<file path="config.mk">
export PLATFORM = sky130hd
export DESIGN_NAME = byteswap_arbiter
export DESIGN_NICKNAME = d
export VERILOG_FILES = /design/src/rtl/byteswap_arbiter.sv
export SDC_FILE = /design/constraint.sdc
export NUM_CORES = 1
export LEC_CHECK = 0
export CAP_MARGIN = 20
export CORE_AREA = 5 5 690 692
export CTS_CLUSTER_SIZE = 30
export DETAILED_ROUTE_END_ITERATION = 10
export DIE_AREA = 0 0 695 697
export HOLD_SLACK_MARGIN = 0.02
export PLACE_DENSITY = 0.3
export REMOVE_ABC_BUFFERS = 1
export SYNTH_ARGS = -nofsm -noshare
export SYNTH_HDL_FRONTEND = slang
export SYNTH_SLANG_ARGS = --single-unit
</file>
<file path="constraint.sdc">
create_clock -name s_axis_aclk -period 20.5 [get_ports s_axis_aclk]
set_clock_uncertainty 0.15 [all_clocks]
set_input_delay 3.075 -clock s_axis_aclk [delete_from_list [all_inputs] [get_ports s_axis_aclk]]
set_output_delay 3.075 -clock s_axis_aclk [all_outputs]
set_load 0.005 [all_outputs]
</file>
<file path="src/rtl/byteswap_arbiter.sv">
// byteswap_arbiter
// Two-requester packet arbiter that feeds a shared stream into the byteswap
// swapper. Whole packets are granted round-robin, there is one bubble cycle
// between packets, and the output is a single register stage. It also counts
// the packets forwarded from each requester.
module byteswap_arbiter #(
  parameter int C_AXIS_TDATA_WIDTH = 512,
  parameter int C_CNT_WIDTH        = 32
) (
  input  logic                            s_axis_aclk,
  input  logic                            s_axis_areset,

  input  logic                            s0_axis_tvalid,
  output logic                            s0_axis_tready,
  input  logic [C_AXIS_TDATA_WIDTH-1:0]   s0_axis_tdata,
  input  logic [C_AXIS_TDATA_WIDTH/8-1:0] s0_axis_tkeep,
  input  logic                            s0_axis_tlast,

  input  logic                            s1_axis_tvalid,
  output logic                            s1_axis_tready,
  input  logic [C_AXIS_TDATA_WIDTH-1:0]   s1_axis_tdata,
  input  logic [C_AXIS_TDATA_WIDTH/8-1:0] s1_axis_tkeep,
  input  logic                            s1_axis_tlast,

  output logic                            m_axis_tvalid,
  input  logic                            m_axis_tready,
  output logic [C_AXIS_TDATA_WIDTH-1:0]   m_axis_tdata,
  output logic [C_AXIS_TDATA_WIDTH/8-1:0] m_axis_tkeep,
  output logic                            m_axis_tlast,
  output logic                            m_axis_tdest,

  output logic [C_CNT_WIDTH-1:0]          pkt_cnt0,
  output logic [C_CNT_WIDTH-1:0]          pkt_cnt1
);

  localparam int KW = C_AXIS_TDATA_WIDTH / 8;

  typedef enum logic [1:0] {
    IDLE   = 2'd0,
    GRANT0 = 2'd1,
    GRANT1 = 2'd2
  } state_t;

  state_t                          state_r;
  state_t                          next_state_s;
  logic                            rr_r;
  logic                            out_ready_s;
  logic                            accept_s;
  logic                            accept_last_s;
  logic [C_AXIS_TDATA_WIDTH-1:0]   sel_data_s;
  logic [KW-1:0]                   sel_keep_s;
  logic                            sel_last_s;
  logic                            sel_dest_s;
  logic [C_CNT_WIDTH-1:0]          cnt_one_s;

  // The output register can take a new beat when empty or being drained;
  // reset blocks acceptance so no beat slips in while reset is held.
  assign out_ready_s   = ~s_axis_areset & (~m_axis_tvalid | m_axis_tready);
  assign accept_last_s = accept_s & sel_last_s;
  assign cnt_one_s     = {{(C_CNT_WIDTH-1){1'b0}}, 1'b1};

  // State register: arbitration result takes effect at the next edge
  always_ff @(posedge s_axis_aclk) begin
    if (s_axis_areset) begin
      state_r <= IDLE;
    end else begin
      state_r <= next_state_s;
    end
  end

  // Next-state logic: arbitrate in IDLE, hold the grant until the tlast beat
  always_comb begin
    next_state_s = state_r;
    case (state_r)
      IDLE: begin
        if (s0_axis_tvalid && s1_axis_tvalid) begin
          next_state_s = rr_r ? GRANT1 : GRANT0;
        end else if (s0_axis_tvalid) begin
          next_state_s = GRANT0;
        end else if (s1_axis_tvalid) begin
          next_state_s = GRANT1;
        end else begin
          next_state_s = IDLE;
        end
      end
      GRANT0, GRANT1: begin
        if (accept_last_s) begin
          next_state_s = IDLE;
        end else begin
          next_state_s = state_r;
        end
      end
      default: begin
        next_state_s = IDLE;
      end
    endcase
  end

  // Output decode: steer the granted requester and drive its tready
  always_comb begin
    s0_axis_tready = 1'b0;
    s1_axis_tready = 1'b0;
    accept_s       = 1'b0;
    sel_data_s     = s0_axis_tdata;
    sel_keep_s     = s0_axis_tkeep;
    sel_last_s     = s0_axis_tlast;
    sel_dest_s     = 1'b0;
    case (state_r)
      GRANT0: begin
        s0_axis_tready = out_ready_s;
        accept_s       = s0_axis_tvalid & out_ready_s;
      end
      GRANT1: begin
        s1_axis_tready = out_ready_s;
        accept_s       = s1_axis_tvalid & out_ready_s;
        sel_data_s     = s1_axis_tdata;
        sel_keep_s     = s1_axis_tkeep;
        sel_last_s     = s1_axis_tlast;
        sel_dest_s     = 1'b1;
      end
      default: begin
        s0_axis_tready = 1'b0;
        s1_axis_tready = 1'b0;
        accept_s       = 1'b0;
      end
    endcase
  end

  // Round-robin pointer: after a packet completes, prefer the other requester
  always_ff @(posedge s_axis_aclk) begin
    if (s_axis_areset) begin
      rr_r <= 1'b0;
    end else if (accept_last_s) begin
      rr_r <= ~sel_dest_s;
    end else begin
      rr_r <= rr_r;
    end
  end

  // Output control register: valid/last/dest, held while stalled
  always_ff @(posedge s_axis_aclk) begin
    if (s_axis_areset) begin
      m_axis_tvalid <= 1'b0;
      m_axis_tlast  <= 1'b0;
      m_axis_tdest  <= 1'b0;
    end else if (accept_s) begin
      m_axis_tvalid <= 1'b1;
      m_axis_tlast  <= sel_last_s;
      m_axis_tdest  <= sel_dest_s;
    end else if (m_axis_tready) begin
      m_axis_tvalid <= 1'b0;
      m_axis_tlast  <= m_axis_tlast;
      m_axis_tdest  <= m_axis_tdest;
    end else begin
      m_axis_tvalid <= m_axis_tvalid;
      m_axis_tlast  <= m_axis_tlast;
      m_axis_tdest  <= m_axis_tdest;
    end
  end

  // Output payload register: wide datapath is left unreset on purpose
  always_ff @(posedge s_axis_aclk) begin
    if (accept_s) begin
      m_axis_tdata <= sel_data_s;
      m_axis_tkeep <= sel_keep_s;
    end else begin
      m_axis_tdata <= m_axis_tdata;
      m_axis_tkeep <= m_axis_tkeep;
    end
  end

  // Per-requester packet counters, wrapping naturally at full scale
  always_ff @(posedge s_axis_aclk) begin
    if (s_axis_areset) begin
      pkt_cnt0 <= '0;
      pkt_cnt1 <= '0;
    end else if (accept_last_s && !sel_dest_s) begin
      pkt_cnt0 <= pkt_cnt0 + cnt_one_s;
      pkt_cnt1 <= pkt_cnt1;
    end else if (accept_last_s && sel_dest_s) begin
      pkt_cnt0 <= pkt_cnt0;
      pkt_cnt1 <= pkt_cnt1 + cnt_one_s;
    end else begin
      pkt_cnt0 <= pkt_cnt0;
      pkt_cnt1 <= pkt_cnt1;
    end
  end

endmodule

</file>
==> results of run 1 <==
[per-layer routing]
layer | wire length (µm) | share of wire (%)
met4 | 9290 | 2.7
met3 | 37400 | 11
met5 | 1090 | 0.32
met2 | 160000 | 47
met1 | 131000 | 39
[sequential cells by signal, summed over array words and instances (netlist names)]
| signal | cells |
|---|---|
| m_axis_tdest | 1 |
| m_axis_tvalid | 1 |
| m_axis_tdata | 512 |
| state_r | 2 |
| pkt_cnt0 | 32 |
| rr_r | 1 |
| m_axis_tkeep | 64 |
| pkt_cnt1 | 32 |
| m_axis_tlast | 1 |
[worst register-to-register path, cell delays in order (launching register included)]
cell and delay (ns):
dfxtp_1 0.39, inv_1 0.08, ha_1 0.35, nor2b_1 0.56
nand3_1 0.40, inv_8 0.45, buf_4 1.03, buf_4 0.85
[final cells by class]
cell class / instances / area, µm²
clock buffer: 129 / 2730
fill: 52997 / 413000
multi-input combinational: 903 / 8560
clock inverter: 48 / 484
antenna: 55 / 138
timing repair buffer: 1826 / 18200
inverter: 11 / 48.8
sequential: 646 / 18700
tap: 6223 / 7790
[placed cells by master (no fill, tap or decap), types with 4 or more instances in the layout]
cell type        instances
a21oi_1                 45
and2_1                   7
and3_1                   7
and4_1                  12
buf_4                   21
bufinv_16                7
clkbuf_1                22
clkbuf_16              104
clkdlybuf4s50_1       1802
clkinv_1                14
clkinv_2                15
clkinvlp_4               5
dfxtp_1                 70
diode_2                 55
edfxtp_1               576
ha_1                     4
inv_1                   10
mux2_2                 593
nand2_1                 30
nand3_1                 22
nand4_1                 21
nor2_1                  25
nor2b_1                 17
nor3_1                   5
nor4_1                  11
o21ai_0                 17
o31ai_1                 22
or3_1                   18
or4_1                   23
[power by group through the flow]
stage / logic [W] / clock network (W) / registers, W
after floorplan: 0.000255 / 0 / 0.00159
after global placement: 0.000669 / 0 / 0.00156
after detailed placement: 0.000669 / 0 / 0.00156
after CTS: 0.000673 / 0.00187 / 0.00153
after global routing: 0.000686 / 0.00190 / 0.00154
final: 0.000653 / 0.00177 / 0.00153
[metrics by stage]
| step | hold WS, ns | util [%] | TNS, ns |
|---|---|---|---|
| 2_1_floorplan | 0.293 | - | -4080.82 |
| 3_3_place_gp | 0.307 | 11.4 | 0 |
| 3_5_place_dp | 0.300 | 11.4 | 0 |
| 4_1_cts | 0.319 | 12.0 | 0 |
| 5_1_grt | 0.327 | 12.1 | 0 |
| 6_report | 0.317 | 12.1 | 0 |
[how the worst max path moves through the flow]
stage | from | end
floorplan | state_r[0]$_SDFFE_PP0P_ | m_axis_tdata[0]$_DFFE_PP_
global placement | m_axis_tready | s1_axis_tready
detailed placement | m_axis_tready | s1_axis_tready
CTS | m_axis_tready | s1_axis_tready
global route | m_axis_tready | s1_axis_tready
finish | m_axis_tready | s1_axis_tready
[cell families (layout without fill, tap and decap cells)]
| group | after synthesis | in the layout | share of synthesized area [%] |
|---|---|---|---|
| AO/OA/AOI/OAI | 87 | 87 | 1.82 |
| XOR/XNOR | 6 | 6 | 0.190 |
| adder cells (fa/ha/maj) | 5 | 5 | 0.226 |
| buffers and inverters | 102 | 2014 | 1.62 |
| flip-flops | 646 | 646 | 67.5 |
| multiplexers | 596 | 596 | 24.2 |
| other | 0 | 55 | 0 |
| AND/OR/NAND/NOR | 209 | 209 | 4.41 |
==> key figures, run 1 <==
Global routing
  • Initial antenna violation count: 400
  • Global routing's busiest layer: met2
  • Gr usage total: 13.4%
  • Met3 usage in global routing: 6.02%
  • First-pass GRT wire length: 396,000 µm
  • Met1 usage: 15.6%
  • Vias in the first global route: 25,090
  • Remaining global-route overflow: 0
  • GR Util met2: 22.5%
  • Largest net degree at the start of global routing: 140

Routing
  • Pre-antenna DRT Iters: 5
  • Total number of vias: 25,313
  • WL per Instance: 34.4 µm
  • Post-route ant nets: 0
  • Overall routed net length: 339,000 µm
  • Starting DRT DRC Count: 1,705
  • Residual DRC: 0
  • Vias/cell: 2.57

Floorplan
  • FP Rows: 252
  • I/O pin cnt: 1,804
  • Die Y: 697 µm
  • Core ar.: 469,000 µm²
  • Die area: 484,000 µm²
  • Chip Width: 695 µm
  • Initial Util: 5.90%

Critical path
  • Crit-path most repeated cell: clkdlybuf4s50_1
  • Reg-to-Reg Start: state_r[1]$_SDFFE_PP0P_
  • Worst path depth: 5
  • Crit Path Max Fanout: 2
  • R2R cell count: 7
  • Cell family with most CP delay: buffers and inverters
  • Critical path cell sequence: clkdlybuf4s50_1 -> nor2b_1 -> nor3b_1 -> buf_4 -> clkdlybuf4s50_1
  • Critical path endpoint category: output port
  • Reg2reg setup slack: 15.77 ns
  • Slowest cell on crit path: clkdlybuf4s50_1
  • Critical Path AT: 4.62 ns
  • Critical path type: in2out
  • Worst R2R End: m_axis_tdata[339]$_DFFE_PP_
  • CP Data Required Time: 17.28 ns
  • Startpoint Class: input port
  • WP buf/inv: 3
  • Crit path largest cell delay: 0.53 ns

Synthesis
  • Mean Syn Cell Area: 16.8 µm²
  • Most frequent cells after synthesis: mux2_2 (593), edfxtp_1 (576), dfxtp_1 (70)
  • Post-Syn Instances: 1,651
  • Sequential element share of the synthesized area: 67.5%
  • Synth top area share: 62.5%
  • Leading post-synthesis cells by cell area: edfxtp_1 (62%), mux2_2 (24%), dfxtp_1 (5.1%), buf_2 (0.83%), a21oi_1 (0.81%)
  • Cell taking the most area after synthesis: edfxtp_1
  • Cell area after synthesis: 27,700 µm²
  • Number of synthesized register bits: 646
  • Top-count cell post-synth: mux2_2
  • Ys Warns: 0
  • Number of synthesized flops with an enable pin: 576
  • Post-synth top flop: edfxtp_1
  • Ys async rst share: 0%
  • Synth cell types: 37

STA
  • Relative slew slack: 23.3%
  • Final Hold Fails: 0
  • Post-layout minimum cycle time: 7.85 ns
  • Tcrit/Tclk final: 38.3%
  • RSZ-0062 raised after global routing: false
  • Pins over their slew limit: 0
  • Tightest Pin Transition: 1.15 ns
  • FMAX: 127 MHz
  • Worst setup margin: 12.65 ns
  • Final Setup Violations: 0

CTS
  • CTS tree: yes
  • Resized cells post-CTS: 0
  • Sink Count: 646
  • Clock Tree Buf Depth: 4
  • CTS root buf: clkbuf_16
  • H-tree Lvls: 3
  • Hold-fix buffers, CTS: 0
  • Postcts setup bufs: 0
  • Clock Latency Late Sink: 0.82 ns
  • Clk slew on worst S/H paths: 0.05 ns
  • Total CTS buffers: 102

Place
  • Setup WS pre-CTS: 12.67 ns
  • Placed cell count: 9,608
  • IO Port Bufs: 1,803
  • RD Place Congestion: 0.990
  • Post-DP HPWL: 303,000 µm
  • DP Area: 53,300 µm²

Hold path
  • Min-Delay Path Depth: 2
  • Hold Path Class: reg2reg
  • Hold Path Sink: m_axis_tlast$_SDFFE_PP0P_
  • Min-delay src: m_axis_tlast$_SDFFE_PP0P_

Layout
  • Post-Layout Cell Count: 9,841
  • Fin nets: 4,654
  • Finished Cell Area: 56,700 µm²
  • P&R area growth vs syn: 105%
  • Fraction of layout cells with a size suffix above 1: 21.4%

Job
  • MaxCap Viol Count: 0

Power
  • Pwr Total: 0.00395 W
  • Clock power share: 44.7%
  • Sw Share: 26.5%
  • Cell Int Power: 0.00291 W
  • Pwr/cell area: 69.8 nW/µm²
  • Net switching power: 0.00105 W
  • Seq pwr share: 38.8%
  • Comb pwr share: 16.5%
  • Maximum VDD drop: 0.0000664 V
  • P_leak: 17.1 nW

Status
  • Status: finished, final reports clean
No activity file was read; power rests on OpenSTA's default activity.
==> run 2, diff against run 1 <==
clock period = 7.55 ns   (was 20.5 ns; I/O delays follow)
==> key figures, run 2 (synthesis gave the netlist of run 1 again) <==
Power
  • Pwr/cell area: 188 nW/µm²
  • Net switching power: 0.00281 W
  • Pwr Total: 0.0107 W
  • P_leak: 17.1 nW
  • Sw Share: 26.3%
  • Clock power share: 44.7%
  • Maximum VDD drop: 0.000146 V
  • Cell Int Power: 0.00787 W
  • Comb pwr share: 16.2%
  • Seq pwr share: 39.1%

STA
  • FMAX: 203 MHz
  • Final Hold Fails: 0
  • Setup TNS: 0 ns
  • Pins over their slew limit: 0
  • Final Setup Violations: 0
  • Hold slack: 0.317 ns
  • Relative slew slack: 26.4%
  • Post-layout minimum cycle time: 4.93 ns
  • Tightest Pin Transition: 1.10 ns
  • RSZ-0062 raised after global routing: false
  • Tcrit/Tclk final: 65.2%

Critical path
  • Crit path largest cell delay: 0.86 ns
  • Critical path endpoint category: output port
  • CP Data Required Time: 6.27 ns
  • Crit Path Max Fanout: 79
  • Critical path cell sequence: inv_1 -> ha_4 -> buf_12 -> nor3b_1 -> clkdlybuf4s50_1
  • Cell family with most CP delay: buffers and inverters
  • Startpoint Class: register
  • Critical path type: reg2out
  • Critical Path AT: 3.64 ns
  • WP buf/inv: 3
  • Slowest cell on crit path: nor3b_1

Global routing
  • Vias in the first global route: 25,092
  • Largest net degree at the start of global routing: 130
  • Initial antenna violation count: 399
  • Remaining global-route overflow: 0
  • First-pass GRT wire length: 399,000 µm
  • Gr usage total: 13.5%

CTS
  • Clock Tree Buf Depth: 4
  • Total CTS buffers: 101
  • H-tree Lvls: 3
  • CTS root buf: clkbuf_16
  • Resized cells post-CTS: 0
  • CTS tree: yes
  • Clk slew on worst S/H paths: 0.06 ns
  • Sink Count: 646
  • Clock Latency Late Sink: 0.81 ns
  • Postcts setup bufs: 0
  • Hold-fix buffers, CTS: 0

Layout
  • Register area: 18,700 µm²
  • Area of the multi-input gates: 8560 µm²
  • Top flop regs: m_axis_tdata (512), m_axis_tkeep (64)
  • Fin nets: 4,653
  • Fraction of layout cells with a size suffix above 1: 21.3%
  • Commonest non-fill, non-tap cells in the layout: clkdlybuf4s50_1 (1,802), mux2_2 (593), edfxtp_1 (576)
  • Commonest non-fill, non-tap cell in the layout: clkdlybuf4s50_1
  • Max reg flops: 512
  • Fillers: 52,999
  • Largest Register: m_axis_tdata
  • Finished Cell Area: 56,800 µm²
  • Post-Layout Cell Count: 9,852
  • P&R area growth vs syn: 105%

Floorplan
  • Die area: 484,000 µm²
  • Chip Width: 695 µm
  • I/O pin cnt: 1,804
  • Initial Util: 5.90%
  • Core ar.: 469,000 µm²
  • Die Y: 697 µm
  • FP Rows: 252

Place
  • Placed cell count: 9,607
  • RD Place Congestion: 0.895
  • DP Area: 53,400 µm²
  • IO Port Bufs: 1,803
  • Post-DP HPWL: 305,000 µm

Routing
  • Post-route ant nets: 0
  • Overall routed net length: 342,000 µm
  • Starting DRT DRC Count: 1,549
  • Vias/cell: 2.55
  • WL per Instance: 34.7 µm
  • Total number of vias: 25,157
  • Residual DRC: 0
  • Pre-antenna DRT Iters: 5

Status
  • Status: finished, final reports clean

Hold path
  • Hold Path Class: reg2reg

Job
  • MaxCap Viol Count: 0
run 2: changes by cell type in the layout (fill, tap and decap cells not counted), sizes merged:
cell,previous run,this run
clkinv,33,34
diode,55,69
clkbuf,129,124
clkinvlp,5,2
inv,14,17
bufinv,7,8
run 2: stage by stage:
step	setup WS, ns	utilization [%]
final	2.62	12.1
after global routing	2.49	12.1
after CTS	2.32	12.0
after detailed placement	3.02	11.4
after floorplan	-20.02	-
after global placement	2.97	11.4
run 2: path summary, 6_finish.rpt:
check	from	endpoint	slack, ns	cells past startpoint
setup / recovery	state_r[0]$_SDFFE_PP0P_	s1_axis_tready	2.62	5
hold reg to reg	m_axis_tlast$_SDFFE_PP0P_	m_axis_tlast$_SDFFE_PP0P_	0.32	2
setup reg to reg	state_r[1]$_SDFFE_PP0P_	m_axis_tdata[473]$_DFFE_PP_	3.76	6
hold / removal	m_axis_tlast$_SDFFE_PP0P_	m_axis_tlast$_SDFFE_PP0P_	0.32	2
run 2: final cells by class:
type / instances / area share, %
clock buffers: 124 / 4.67
repair buffers: 1826 / 32.3
multi-input cells: 903 / 15.1
flip-flops and latches: 646 / 32.9
clock inverters: 50 / 0.890
diodes: 69 / 0.304
well taps: 6223 / 13.7
inverters: 11 / 0.0859
run 2: metal layers:
layer / part of all wire [%] / GRT usage (%)
met1: 38 / 15.1
met2: 47 / 22.7
met3: 12 / 6.86
met4: 3.0 / 3.10
met5: 0.34 / 0
run 2: power groups by stage:
stage	logic [W]	clock network [W]	registers, W
finish	0.00173	0.00477	0.00417
floorplan	0.000693	0	0.00432
detailed placement	0.00177	0	0.00425
global placement	0.00176	0	0.00426
CTS	0.00178	0.00506	0.00418
global route	0.00182	0.00513	0.00418
run 2: tightest hold or removal path: cells and delay by family (launching register included):
family	cells	cell delay, ns
flip-flops	1	0.31
AND/OR/NAND/NOR	1	0.05
AO/OA/AOI/OAI	1	0.05
